[src/rtl/rx_frame_parser_if.sv]
// Purpose: byte-wide receive AXI-Stream bundle from the MAC into the frame parser.
// Handshake: a byte moves on a rising clock edge where tvalid and tready are both
//   high; tlast marks the final byte of a frame and tuser (bad frame) is only
//   meaningful together with tlast.
// Signals:
//   tdata  [7:0]  receive byte
//   tvalid        byte valid
//   tlast         last byte of frame
//   tuser         MAC bad-frame flag
//   tready        sink can accept a byte
// Modports: master = MAC side (drives data), slave = parser side (drives tready).
interface rx_frame_parser_if;
    logic [7:0] tdata;
    logic       tvalid;
    logic       tlast;
    logic       tuser;
    logic       tready;

    modport master (output tdata, output tvalid, output tlast, output tuser, input tready);
    modport slave  (input tdata, input tvalid, input tlast, input tuser, output tready);
endinterface

[src/rtl/rx_frame_parser.sv]
// Purpose: receive-side frame parser. Captures the 14-byte Ethernet header into
//   registers, streams payload bytes into the shared payload buffer and, after a
//   good-length frame ends, presents header fields plus payload length with
//   rx_header_valid until the transmit controller pulses hdr_ack.
// Ports:
//   clk, rst          clock, asynchronous active-high reset
//   rx_axis           byte stream from the MAC (slave side)
//   brx_full          payload buffer full
//   brx_wr_en/_data   registered payload write strobe and byte
//   hdr_ack           controller took the header (1-cycle pulse)
//   rx_header_valid   header/length registers valid
//   hdr_dst_mac/hdr_src_mac/hdr_type  captured header, first byte in the MSBs
//   payload_len       payload bytes written for this frame (saturates at SIZE)
//   frame_err         bad-frame flag or truncated payload
//   frame_cnt/drop_cnt delivered / dropped frame counters (wrap)
//   dbg_state         current FSM state
// Build option: define RX_ADDR_FILTER_EN to drop frames whose destination is
//   neither LOCAL_MAC nor broadcast (decided when byte 5 arrives).
module rx_frame_parser #(
    parameter int unsigned SIZE      = 2048,
    parameter logic [47:0] LOCAL_MAC = 48'h02_00_00_00_00_01
) (
    input  logic                 clk,
    input  logic                 rst,
    rx_frame_parser_if.slave     rx_axis,
    input  logic                 brx_full,
    output logic                 brx_wr_en,
    output logic [7:0]           brx_wr_data,
    input  logic                 hdr_ack,
    output logic                 rx_header_valid,
    output logic [47:0]          hdr_dst_mac,
    output logic [47:0]          hdr_src_mac,
    output logic [15:0]          hdr_type,
    output logic [15:0]          payload_len,
    output logic                 frame_err,
    output logic [15:0]          frame_cnt,
    output logic [15:0]          drop_cnt,
    output logic [2:0]           dbg_state
);

    typedef enum logic [2:0] {
        IDLE     = 3'd0,
        HEADER   = 3'd1,
        PAYLOAD  = 3'd2,
        WAIT_ACK = 3'd3,
        DROP     = 3'd4
    } state_t;

`ifdef RX_ADDR_FILTER_EN
    localparam bit FILTER_EN = 1'b1;
`else
    localparam bit FILTER_EN = 1'b0;
`endif

    state_t      state;
    logic [3:0]  hdr_idx;

    logic        accept;
    logic [47:0] next_dst;
    logic        addr_match;
    logic        store;
    logic        err_next;

    // tready is combinational on rst so it is low for exactly the reset cycles.
    assign rx_axis.tready = !rst && (state != WAIT_ACK);
    assign accept         = rx_axis.tvalid && rx_axis.tready;

    // Destination as it will look once the current byte is shifted in.
    assign next_dst   = {hdr_dst_mac[39:0], rx_axis.tdata};
    assign addr_match = (next_dst == LOCAL_MAC) || (next_dst == 48'hFFFF_FFFF_FFFF);

    // A payload byte is written only if the buffer has room and the frame
    // has not yet reached SIZE bytes; otherwise it is discarded and flagged.
    assign store    = !brx_full && (payload_len < 16'(SIZE));
    assign err_next = frame_err || !store || (rx_axis.tlast && rx_axis.tuser);

    assign dbg_state = state;

    always_ff @(posedge clk or posedge rst) begin
        if (rst) begin
            state           <= IDLE;
            hdr_idx         <= 4'd0;
            brx_wr_en       <= 1'b0;
            brx_wr_data     <= 8'd0;
            rx_header_valid <= 1'b0;
            hdr_dst_mac     <= 48'd0;
            hdr_src_mac     <= 48'd0;
            hdr_type        <= 16'd0;
            payload_len     <= 16'd0;
            frame_err       <= 1'b0;
            frame_cnt       <= 16'd0;
            drop_cnt        <= 16'd0;
        end else begin
            brx_wr_en <= 1'b0;
            case (state)
                IDLE: begin
                    if (accept) begin
                        hdr_dst_mac <= next_dst;
                        hdr_idx     <= 4'd1;
                        if (rx_axis.tlast) begin
                            drop_cnt <= drop_cnt + 16'd1;
                        end else begin
                            state <= HEADER;
                        end
                    end
                end

                HEADER: begin
                    if (accept) begin
                        // Shift registers: after all bytes of a field arrive the
                        // first byte has reached the MSBs.
                        if (hdr_idx < 4'd6) begin
                            hdr_dst_mac <= next_dst;
                        end else if (hdr_idx < 4'd12) begin
                            hdr_src_mac <= {hdr_src_mac[39:0], rx_axis.tdata};
                        end else begin
                            hdr_type <= {hdr_type[7:0], rx_axis.tdata};
                        end
                        hdr_idx <= hdr_idx + 4'd1;

                        if (hdr_idx == 4'd13) begin
                            payload_len <= 16'd0;
                            frame_err   <= rx_axis.tlast && rx_axis.tuser;
                            if (rx_axis.tlast) begin
                                rx_header_valid <= 1'b1;
                                state           <= WAIT_ACK;
                            end else begin
                                state <= PAYLOAD;
                            end
                        end else if (rx_axis.tlast) begin
                            drop_cnt <= drop_cnt + 16'd1;
                            state    <= IDLE;
                        end else if (FILTER_EN && (hdr_idx == 4'd5) && !addr_match) begin
                            state <= DROP;
                        end
                    end
                end

                PAYLOAD: begin
                    if (accept) begin
                        if (store) begin
                            brx_wr_en   <= 1'b1;
                            brx_wr_data <= rx_axis.tdata;
                            payload_len <= payload_len + 16'd1;
                        end
                        frame_err <= err_next;
                        if (rx_axis.tlast) begin
                            rx_header_valid <= 1'b1;
                            state           <= WAIT_ACK;
                        end
                    end
                end

                WAIT_ACK: begin
                    if (hdr_ack) begin
                        rx_header_valid <= 1'b0;
                        frame_cnt       <= frame_cnt + 16'd1;
                        state           <= IDLE;
                    end
                end

                DROP: begin
                    if (accept && rx_axis.tlast) begin
                        drop_cnt <= drop_cnt + 16'd1;
                        state    <= IDLE;
                    end
                end

                default: state <= IDLE;
            endcase
        end
    end

endmodule
[src/flat_wrapper.sv]
// flat-port wrapper written by rule: the top's interface ports become plain ports
module rx_frame_parser_flat 
#(
    parameter int unsigned SIZE      = 2048,
    parameter logic [47:0] LOCAL_MAC = 48'h02_00_00_00_00_01
)
  (clk, rst, brx_full, brx_wr_en, brx_wr_data, hdr_ack, rx_header_valid, hdr_dst_mac, hdr_src_mac, hdr_type, payload_len, frame_err, frame_cnt, drop_cnt, dbg_state, rx_axis_tdata, rx_axis_tvalid, rx_axis_tlast, rx_axis_tuser, rx_axis_tready);
  rx_frame_parser_if rx_axis_i ();
  input  logic clk;
  input  logic rst;
  input  logic brx_full;
  output logic brx_wr_en;
  output logic [7:0] brx_wr_data;
  input  logic hdr_ack;
  output logic rx_header_valid;
  output logic [47:0] hdr_dst_mac;
  output logic [47:0] hdr_src_mac;
  output logic [15:0] hdr_type;
  output logic [15:0] payload_len;
  output logic frame_err;
  output logic [15:0] frame_cnt;
  output logic [15:0] drop_cnt;
  output logic [2:0] dbg_state;
  input wire logic [$bits(rx_axis_i.tdata)-1:0] rx_axis_tdata;
  input wire logic [$bits(rx_axis_i.tvalid)-1:0] rx_axis_tvalid;
  input wire logic [$bits(rx_axis_i.tlast)-1:0] rx_axis_tlast;
  input wire logic [$bits(rx_axis_i.tuser)-1:0] rx_axis_tuser;
  output wire logic [$bits(rx_axis_i.tready)-1:0] rx_axis_tready;
  assign rx_axis_i.tdata = rx_axis_tdata;
  assign rx_axis_i.tvalid = rx_axis_tvalid;
  assign rx_axis_i.tlast = rx_axis_tlast;
  assign rx_axis_i.tuser = rx_axis_tuser;
  assign rx_axis_tready = rx_axis_i.tready;
  rx_frame_parser #(.SIZE(SIZE), .LOCAL_MAC(LOCAL_MAC)) u_core (.clk(clk), .rst(rst), .rx_axis(rx_axis_i), .brx_full(brx_full), .brx_wr_en(brx_wr_en), .brx_wr_data(brx_wr_data), .hdr_ack(hdr_ack), .rx_header_valid(rx_header_valid), .hdr_dst_mac(hdr_dst_mac), .hdr_src_mac(hdr_src_mac), .hdr_type(hdr_type), .payload_len(payload_len), .frame_err(frame_err), .frame_cnt(frame_cnt), .drop_cnt(drop_cnt), .dbg_state(dbg_state));
endmodule
[config.mk]
export PLATFORM = sky130hd
export DESIGN_NAME = rx_frame_parser_flat
export DESIGN_NICKNAME = d
export VERILOG_FILES = /design/src/rtl/rx_frame_parser_if.sv /design/src/rtl/rx_frame_parser.sv /design/src/flat_wrapper.sv
export SDC_FILE = /design/constraint.sdc
export NUM_CORES = 1
export LEC_CHECK = 0
export BUFFER_PORTS_ARGS = -buffer_cell sky130_fd_sc_hd__buf_2
export CAP_MARGIN = 0
export CORE_MARGIN = 3
export CORE_UTILIZATION = 48
export DETAILED_ROUTE_END_ITERATION = 10
export PLACE_DENSITY = 0.84
export REMOVE_ABC_BUFFERS = 1
export SKIP_LAST_GASP = 1
export SLEW_MARGIN = 20
export SYNTH_ARGS = -nofsm -noshare
export SYNTH_HDL_FRONTEND = slang
export SYNTH_SLANG_ARGS = --single-unit
[constraint.sdc]
create_clock -name clk -period 5.9 [get_ports clk]
set_input_delay 0.885 -clock clk [delete_from_list [all_inputs] [get_ports clk]]
set_output_delay 0.885 -clock clk [all_outputs]
set_load 0.01 [all_outputs]
==> flow_summary.ini <==
[die]
coreArea_um2 = 14600
die-width_um = 129
die_h_um = 129
std_cell_rows = 44
die_area_um2 = 16500
start_util_pct = 49.3
ios = 190

[grt]
grt_pass1_vias = 4993
antenna_found_initial = 0
overflow = 0
grt_pass1_wl_mm = 25.7
grt_use_total_pct = 19.6
grt_max_degree = 71

[timing]
fin_crit_sh_pct = 48.2
timing.final.crit_period_ns = 2.84
tightest_slew_ns = 0.955
hold_viol_final = 0
slew_headroom_pct = 36.1
skew_ns = 0.00604
rsz0062_at_grt = no
slew_violations = 0
max_freq_mhz = 352
setup-tns-final_ns = 0
finalSetupViolCount = 0

[clock_network]
postCtsSetupBuffers = 0
cts_buffers = 17
cts.sinks = 177
cts_resized = 0
hold_buffers = 0
tritoncts = done
cts_htree_levels = 4
path_clk_slew_ns = 0.06
clkLatencyLatePin_ns = 0.42
clock_path_buffers = 2
root_buffer = clkbuf_16

[logic_synthesis]
yosys_warnings = 0
synth-async-reset-ratio_pct = 100
synthFlopType = dfrtp_1
postSynthCellCount = 524
ys_ff_latch = 177
syn_avg_cell_area_um2 = 13.8
synth_area_um2 = 7220
yosysSeqAreaShare_pct = 61.4
synth_edf_count = 0
netlist-cell-type-count = 45

[power_and_ir_drop]
peakVddDrop_uv = 187
powerDensity_nw_per_um2 = 356
power_mw = 3.20
p_leak_nw = 4.70

[worst_hold_path]
hp-class = reg2reg

[cells_and_area]
layout.nets = 737
drive_gt1_share_pct = 48.9
mostFrequentLayoutCells = buf_2 (188), dfrtp_1 (177), mux2_2 (123)
antenna_cells = 0
final_common_cell = buf_2
syn2layout_area_growth_pct = 24.3
n_fill_cell = 1156
finalCoreUtilization_pct = 61.3

[placed_design]
hpwl_mm = 10.9
io_buffers = 188
gp_congestion = 0.841

[detailed_routing]
post-route-drc-count = 0
wl_per_cell_um = 17.2
wl_mm = 15.7
drt_iter0_markers = 280
ant_nets = 0
firstDrtPassIters = 5
vias = 4923
vias_per_cell = 5.39

[setup_path]
critPathMaxFanout = 30
cp_slowest_cell = a21oi_4
cp_data_required_time_ns = 6.20
startpoint_type = input port
worstPathArrival_ns = 3.15
cpPeakStageDelay_ns = 0.57
critical_path_class = in2reg
cp_cell_sequence = buf_2, nor2b_1, nand2b_1, a21oi_4, buf_4, mux2_2
end_kind = register

[status]
status = complete, no violations

[run]
drv_cap = 0
synthesized netlist by cell type (8+ instances only):
cell / n / share of area [%]
dfrtp_1: 177 / 61
buf_2: 11 / 0.76
o21ai_0: 12 / 0.83
xnor2_1: 22 / 2.7
nand2_1: 32 / 1.7
xor2_1: 12 / 1.5
mux2_2: 123 / 19
nand3_1: 16 / 1.1
nand4_1: 10 / 0.87
nor2b_1: 8 / 0.69
and3_1: 8 / 0.69
a21oi_1: 8 / 0.55
nor2_1: 20 / 1.0
cells by family after synthesis:
group	Yosys count	share of synthesized area, %
AND/OR/NAND/NOR	122	9.26
XOR/XNOR	34	4.13
AO/OA/AOI/OAI	37	3.49
buffers and inverters	25	1.65
other	1	0.0520
adder cells (fa/ha/maj)	5	0.867
multiplexers	123	19.2
flip-flops	177	61.4
power by group:
group / leakage (nW) / internal (mW) / switching (mW)
logic: 2.05 / 0.250 / 0.259
registers: 2.34 / 1.38 / 0.137
clock network: 0.306 / 0.707 / 0.464
sequential cells by signal, indices dropped and copies added, names as in the netlist:
name                    count
u_core.brx_wr_data          8
u_core.brx_wr_en            1
u_core.dbg_state            2
u_core.drop_cnt            16
u_core.frame_cnt           16
u_core.frame_err            1
u_core.hdr_dst_mac         48
u_core.hdr_idx              4
u_core.hdr_src_mac         48
u_core.hdr_type            16
u_core.payload_len         16
u_core.rx_header_valid      1
metal layers:
layer | share of wire (%) | vias to the layer above | track usage [%]
met5 | 0 | - | 0
met4 | 2.8 | 0 | 8.77
met3 | 6.4 | 34 | 4.86
met2 | 49 | 177 | 31.6
met1 | 42 | 2482 | 25.4
li1 | - | 2230 | -
metrics by stage:
| step | hold slack (ns) | worst slack (ns) | instances | area [um2] |
|---|---|---|---|---|
| 2_1_floorplan | 0.504 | 0.213 | 506 | 7120 |
| 3_3_place_gp | 0.451 | 2.73 | 882 | 8350 |
| 3_5_place_dp | 0.470 | 2.64 | 882 | 8350 |
| 4_1_cts | 0.481 | 3.08 | 914 | 8970 |
| 5_1_grt | 0.505 | 2.93 | 914 | 8970 |
| 6_report | 0.477 | 3.06 | 914 | 8970 |
path summary, 6_finish.rpt:
check / cells after the start / end / startpoint / slack (ns)
max reg2reg: 4 / u_core.hdr_type[10]$_DFFE_PP0P_ / u_core.dbg_state[0]$_DFFE_PP0P_ / 3.27
min in group asynchronous: 2 / u_core.drop_cnt[7]$_DFFE_PP0P_ / rst / 0.59
min: 1 / u_core.frame_cnt[15]$_DFFE_PP0P_ / u_core.frame_cnt[15]$_DFFE_PP0P_ / 0.48
max in group asynchronous: 3 / u_core.hdr_dst_mac[7]$_DFFE_PP0P_ / rst / 4.18
min reg2reg: 1 / u_core.frame_cnt[15]$_DFFE_PP0P_ / u_core.frame_cnt[15]$_DFFE_PP0P_ / 0.48
max: 6 / u_core.hdr_dst_mac[45]$_DFFE_PP0P_ / rst / 3.06
final cells by class:
type / count / area, um2 / area share, %
Multi-Input combinational cell: 322 / 2690 / 30.0
Timing Repair Buffer: 192 / 971 / 10.8
Clock inverter: 10 / 148 / 1.65
Sequential cell: 177 / 4430 / 49.4
Clock buffer: 22 / 474 / 5.29
Tap cell: 184 / 230 / 2.57
Inverter: 7 / 31.3 / 0.349
critical path, delay by kind of cell:
kind            cells  cell delay (ns)
compound gates      1             0.57
buf+inv             2             0.62
mux                 1             0.38
simple gates        2             0.66
(Power assumes the default switching activity.)
